## src/rtl/m_unit.sv

```systemverilog
// m_unit: iterative RV32M multiply/divide, one bit per cycle.
// Define M_UNIT_EARLY_OUT_EN for the unsigned a<b divide short path.
module m_unit (
    input  logic        clk,
    input  logic        rst_n,
    input  logic [31:0] a,
    input  logic [31:0] b,
    input  logic [3:0]  m_con,
    input  logic        branch_output,
    output logic [31:0] out,
    output logic        m_done,
    output logic        m_busy
);

    typedef enum logic [1:0] {
        S_IDLE,
        S_MUL,
        S_DIV,
        S_DONE
    } state_t;

    state_t      state, state_n;
    logic [3:0]  op;
    logic        a_neg, b_neg;
    logic        short_path;
    logic [31:0] short_res;
    logic [4:0]  cnt;
    logic [63:0] acc, acc_step;
    logic [31:0] mc;
    logic [31:0] result;

    // Accept-time decode
    logic        req, is_mul, is_rem;
    logic        a_sgn, b_sgn;
    logic [31:0] a_mag, b_mag;
    logic        div0, ovf, early;
    logic [31:0] short_val;

    always_comb begin
        req    = (m_con != 4'd0) && (m_con <= 4'd8);
        is_mul = (m_con >= 4'd1) && (m_con <= 4'd4);
        is_rem = (m_con == 4'd7) || (m_con == 4'd8);
        a_sgn  = (m_con == 4'd2) || (m_con == 4'd3)
              || (m_con == 4'd5) || (m_con == 4'd7);
        b_sgn  = (m_con == 4'd2) || (m_con == 4'd5)
              || (m_con == 4'd7);
        a_mag  = (a_sgn && a[31]) ? -a : a;
        b_mag  = (b_sgn && b[31]) ? -b : b;
        div0   = (b == 32'd0);
        ovf    = ((m_con == 4'd5) || (m_con == 4'd7))
              && (a == 32'h8000_0000) && (b == 32'hFFFF_FFFF);
`ifdef M_UNIT_EARLY_OUT_EN
        early  = ((m_con == 4'd6) || (m_con == 4'd8)) && branch_output;
`else
        early  = 1'b0;
`endif
        if (is_rem)
            short_val = ovf ? 32'd0 : a;
        else if (div0)
            short_val = 32'hFFFF_FFFF;
        else if (ovf)
            short_val = 32'h8000_0000;
        else
            short_val = 32'd0;
    end

`ifndef M_UNIT_EARLY_OUT_EN
    logic unused_bo;
    assign unused_bo = branch_output;
`endif

    // One iteration of shift-add multiply or restoring divide
    logic [32:0] mul_sum;
    logic [32:0] div_sh, div_dif;
    logic        div_ge;
    logic [31:0] div_rem;

    always_comb begin
        mul_sum = {1'b0, acc[63:32]} + (acc[0] ? {1'b0, mc} : 33'd0);
        div_sh  = {acc[63:32], acc[31]};
        div_ge  = div_sh >= {1'b0, mc};
        div_dif = div_sh - {1'b0, mc};
        div_rem = div_ge ? div_dif[31:0] : div_sh[31:0];
        if (state == S_MUL)
            acc_step = {mul_sum, acc[31:1]};
        else
            acc_step = {div_rem, acc[30:0], div_ge};
    end

    logic [63:0] prod;
    logic [31:0] quo, rem;

    always_comb begin
        prod = (a_neg ^ b_neg) ? -acc_step : acc_step;
        quo  = (a_neg ^ b_neg) ? -acc_step[31:0] : acc_step[31:0];
        rem  = a_neg ? -acc_step[63:32] : acc_step[63:32];
        result = 32'd0;
        if (short_path) begin
            result = short_res;
        end else begin
            unique case (1'b1)
                (op == 4'd1):                  result = prod[31:0];
                (op >= 4'd2 && op <= 4'd4):    result = prod[63:32];
                (op == 4'd5 || op == 4'd6):    result = quo;
                default:                       result = rem;
            endcase
        end
    end

    always_ff @(posedge clk or negedge rst_n) begin
        if (!rst_n)
            state <= S_IDLE;
        else
            state <= state_n;
    end

    always_comb begin
        state_n = state;
        unique case (state)
            S_IDLE: if (req) state_n = is_mul ? S_MUL : S_DIV;
            S_MUL:  if (cnt == 5'd31) state_n = S_DONE;
            S_DIV:  if (short_path || cnt == 5'd31) state_n = S_DONE;
            S_DONE: state_n = S_IDLE;
            default: state_n = S_IDLE;
        endcase
    end

    always_ff @(posedge clk or negedge rst_n) begin
        if (!rst_n) begin
            op         <= 4'd0;
            a_neg      <= 1'b0;
            b_neg      <= 1'b0;
            short_path <= 1'b0;
            short_res  <= 32'd0;
            cnt        <= 5'd0;
            acc        <= 64'd0;
            mc         <= 32'd0;
            out        <= 32'd0;
        end else begin
            unique case (state)
                S_IDLE: begin
                    if (req) begin
                        op         <= m_con;
                        a_neg      <= a_sgn & a[31];
                        b_neg      <= b_sgn & b[31];
                        short_path <= !is_mul && (div0 || ovf || early);
                        short_res  <= short_val;
                        cnt        <= 5'd0;
                        acc        <= {32'd0, a_mag};
                        mc         <= b_mag;
                    end
                end
                S_MUL, S_DIV: begin
                    acc <= acc_step;
                    cnt <= cnt + 5'd1;
                    if (state_n == S_DONE)
                        out <= result;
                end
                default: ;
            endcase
        end
    end

    assign m_busy = (state == S_MUL) || (state == S_DIV);
    assign m_done = (state == S_DONE);

endmodule

```

## config.mk

```make
export PLATFORM = sky130hd
export DESIGN_NAME = m_unit
export DESIGN_NICKNAME = d
export VERILOG_FILES = /design/src/rtl/m_unit.sv
export SDC_FILE = /design/constraint.sdc
export NUM_CORES = 1
export LEC_CHECK = 0
export ABC_AREA = 1
export CAP_MARGIN = 20
export CORE_UTILIZATION = 35
export DETAILED_ROUTE_END_ITERATION = 7
export PLACE_DENSITY = 0.55
export SKIP_LAST_GASP = 1
export SLEW_MARGIN = 0
export SYNTH_ARGS = -nofsm -noshare
export SYNTH_HDL_FRONTEND = slang
export SYNTH_SLANG_ARGS = --single-unit
```

## constraint.sdc

```tcl
create_clock -name clk -period 5.18 [get_ports clk]
set_input_delay 1.036 -clock clk [delete_from_list [all_inputs] [get_ports clk]]
set_output_delay 1.036 -clock clk [all_outputs]
set_load 0.02 [all_outputs]
```

==> metrics.log <==
[metrics] placed wire-length estimate after detailed placement: 65700 microns
[metrics] fraction of the yosys area taken by sequential cells: between 20% and 30%
[metrics] vertical extent of the die: roughly 230 microns
[metrics] clk_skew: between 0.015 and 0.02 ns
[metrics] setup repair after global routing missed its margin: no
[metrics] Yosys warning count: 0
[metrics] wire length of the first global-routing pass: 121000 microns
[metrics] CTS Buf Count: 17
[metrics] Longest Clk Path Bufs: 2
[metrics] area of the placeable core: ~52000 sq um
[metrics] largest fanout of any net on the critical path: 6
[metrics] overall routing resource usage: 30.1%
[metrics] distinct cell type count of the synthesized netlist: 52
[metrics] pin slew with the least headroom to its limit: 0.930 ns
[metrics] root buf cell: clkbuf_16
[metrics] Final Routed Wirelength: 81100 microns
[metrics] Slew headroom: 38.0%
[metrics] hold violation total from the final report: 0
[metrics] First DRT Iteration DRCs: 2604
[metrics] detailed-route DRC error count: 0
[metrics] CP Capture Type: register
[metrics] Vias/cell: 5.41
[metrics] share of the synthesized area in compound gates (AO/OA/AOI/OAI): 16.1%
[metrics] number of cells produced by synthesis: 3153
[metrics] post-synth design cell area: ~19000 sq um
[metrics] global placement routability congestion: ~0.98
[metrics] cell family with the largest share of critical-path delay: simple AND/OR/NAND/NOR gates
[metrics] final setup vio count: 0
[metrics] CP Data Arrival Time: ~5.1 ns
[metrics] ANT cells: 0
[metrics] average instance area after synthesis: 5.89 sq um
[metrics] number of antenna violations at the first check in global routing: 0
[metrics] DRT antenna net count: 0
[metrics] standard-cell row count: 84
[metrics] wire length per cell after detailed routing: 20.7 microns
[metrics] TritonCTS clock tree: done
[metrics] Post-layout nets: 3373
[metrics] clock latency on the worst-skew pair: 0.49 ns
[metrics] path type of the worst setup path: register to register
[metrics] vias in the first global route: around 19000
[metrics] Max stage delay cell, worst path: dfrtp_1
[metrics] main combinational cell family by area after synthesis: simple AND/OR/NAND/NOR gates
[metrics] syn nets: 3301
[metrics] Largest stage delay, worst path: 0.38 ns
[metrics] share of cell area taken by muxes after synthesis: 0%
[metrics] synthesis-to-layout area growth: 13.3%
[metrics] outcome: complete, no violations
[metrics] Initial DRT Pass Iterations: 6
[metrics] required time at the worst-slack endpoint: 5.56 ns
[metrics] leading cell types in the layout, fill and taps excluded: nand2_1, inv_1, nor2_1
[metrics] Crit path depth: 26
[metrics] CTS sink cnt: 174
[metrics] post-synthesis simple-gate area fraction: 39.4%
[metrics] initial cell density of the core: 35.4%
[metrics] post-layout minimum cycle time: ~4.7 ns
[metrics] largest net degree at the start of global routing: 104
[metrics] maxcap violations: 0
[metrics] clock transition at the register clock pins on the worst setup and hold paths after CTS: roughly 0.070 ns
[metrics] post-synthesis share of cell area spent on xor and xnor gates: 3.26%
[metrics] Tcrit/Tclk final: 91.5%
[metrics] startpoint types: register
[metrics] number of port buffers: 103
[metrics] number of filler instances in the final layout: 5749
[metrics] number of top-level pins: 105
[metrics] via count: 21200
[metrics] Setup TNS Final: 0 ns
[metrics] final worst setup slack: 0.441 ns
[metrics] synthesized-area fraction occupied by adder cells: roughly 5.3%
[metrics] length in cells of the worst reg-to-reg path: 26
[metrics] floorplan die area: 54000 sq um
[metrics] residual overflow from global routing: 0
[metrics] share of layout cells above drive strength 1: 5.87%
[metrics] Hold Path Class: register to register
[metrics] flip-flop and latch count after synthesis: between 150 and 200
[metrics] Worst Hold Path Cells: 2
[metrics] commonest non-fill, non-tap cell in the layout: nand2_1
[metrics] placement-stage worst setup slack: roughly 0.37 ns
[metrics] crit path buf inv count: 3
[metrics] overall die width: 232 microns
[metrics] Max Slew Vio Count: 0
[metrics] most frequent CP cell: nand2_1
[metrics] maximum clock frequency: 211 MHz
[metrics] CTS H-Tree Depth: 4
==> worst min-delay path: cells and delay by family (launching register included) <==
| kind | cells | cell delay (ns) |
|---|---|---|
| flip-flops | 1 | 0.35 |
| AND/OR/NAND/NOR | 2 | 0.10 |
==> layout make-up <==
type                            instances  area (sq um)  share of cell area, %
Clock buffer                           17           425                   2.02
Clock inverter                         15           196                  0.934
Inverter                              483          1810                   8.62
Multi-Input combinational cell       2392         11900                   56.7
Sequential cell                       174          4350                   20.7
Tap cell                              688           861                   4.09
Timing Repair Buffer                  157          1450                   6.90
==> kinds of logic (layout without fill, tap and decap cells) <==
| family | after synthesis | after routing |
|---|---|---|
| AOI/OAI and AO/OA | 552 | 552 |
| xor gates and xnor gates | 69 | 69 |
| and+or+nand+nor | 1694 | 1694 |
| buffers and inverters | 587 | 672 |
| adders and majority gates | 77 | 77 |
| DFF | 174 | 174 |
==> worst paths after layout <==
kind | slack, ns | from | to
hold reg to reg | 0.48 | out[20] | out[20]
max in group asynchronous | 3.53 | rst_n | acc[0]
hold / removal | 0.48 | out[20] | out[20]
setup / recovery | 0.44 | mc[31] | out[24]
min in group asynchronous | 0.55 | rst_n | out[27]
setup reg to reg | 0.44 | mc[31] | out[24]
==> synth_stat cells, drive strengths merged <==
| master | n | area, sq um |
|---|---|---|
| a21o | 4 | 30.0 |
| a21oi | 221 | 1110 |
| a22o | 1 | 8.76 |
| a22oi | 1 | 7.51 |
| a2bb2oi | 5 | 43.8 |
| a31oi | 13 | 81.3 |
| and2 | 9 | 57.6 |
| and3 | 1 | 6.26 |
| buf | 31 | 233 |
| clkbuf | 73 | 274 |
| clkinv | 2 | 7.51 |
| dfrtp | 174 | 4350 |
| fa | 2 | 40.0 |
| ha | 75 | 938 |
| inv | 481 | 1810 |
| nand2 | 944 | 3590 |
| nand3 | 269 | 1410 |
| nand3b | 14 | 105 |
| nand4 | 47 | 345 |
| nor2 | 328 | 1330 |
| nor3 | 62 | 325 |
| nor3b | 1 | 7.51 |
| nor4 | 6 | 37.5 |
| o2111ai | 2 | 17.5 |
| o211ai | 18 | 135 |
| o21a | 1 | 7.51 |
| o21ai | 244 | 1270 |
| o21bai | 3 | 22.5 |
| o221ai | 5 | 43.8 |
| o22ai | 31 | 194 |
| o31ai | 2 | 15.0 |
| o41ai | 1 | 8.76 |
| or2 | 13 | 81.3 |
| xnor2 | 17 | 149 |
| xor2 | 52 | 455 |
==> flip-flops by register name, summed over array words and instances (netlist names) <==
register	cells
short_res	32
short_path	1
acc	64
b_neg	1
mc	32
out	32
a_neg	1
op	4
cnt	5
state	2
==> layer usage <==
layer  vias up  GRT usage [%]  wire length (microns)
li1      10300              -                      -
met1      9990           44.9                  38100
met2       853           45.4                  35200
met3        91           3.38                   6030
met4         0           7.52                   1790
met5         -              0                      0
==> through the flow <==
stage	instances	util, %	instance area [sq um]	hold WS [ns]
global route	3926	40.1	21000	0.498
detailed placement	3894	38.9	20400	0.470
finish	3926	40.1	21000	0.484
CTS	3926	40.1	21000	0.490
floorplan	3153	-	18600	0.448
global placement	3894	38.9	20400	0.461
==> timing repair <==
| item | CTS | global route |
|---|---|---|
| hold buffers | 0 | 0 |
| resized for setup | 0 | 2 |
| buffers inserted | 0 | 0 |
| setup endpoints to repair | 0 | 7 |
Power is not shown: default switching activity piles up to over one toggle a cycle in this logic, so the estimate is an artifact.
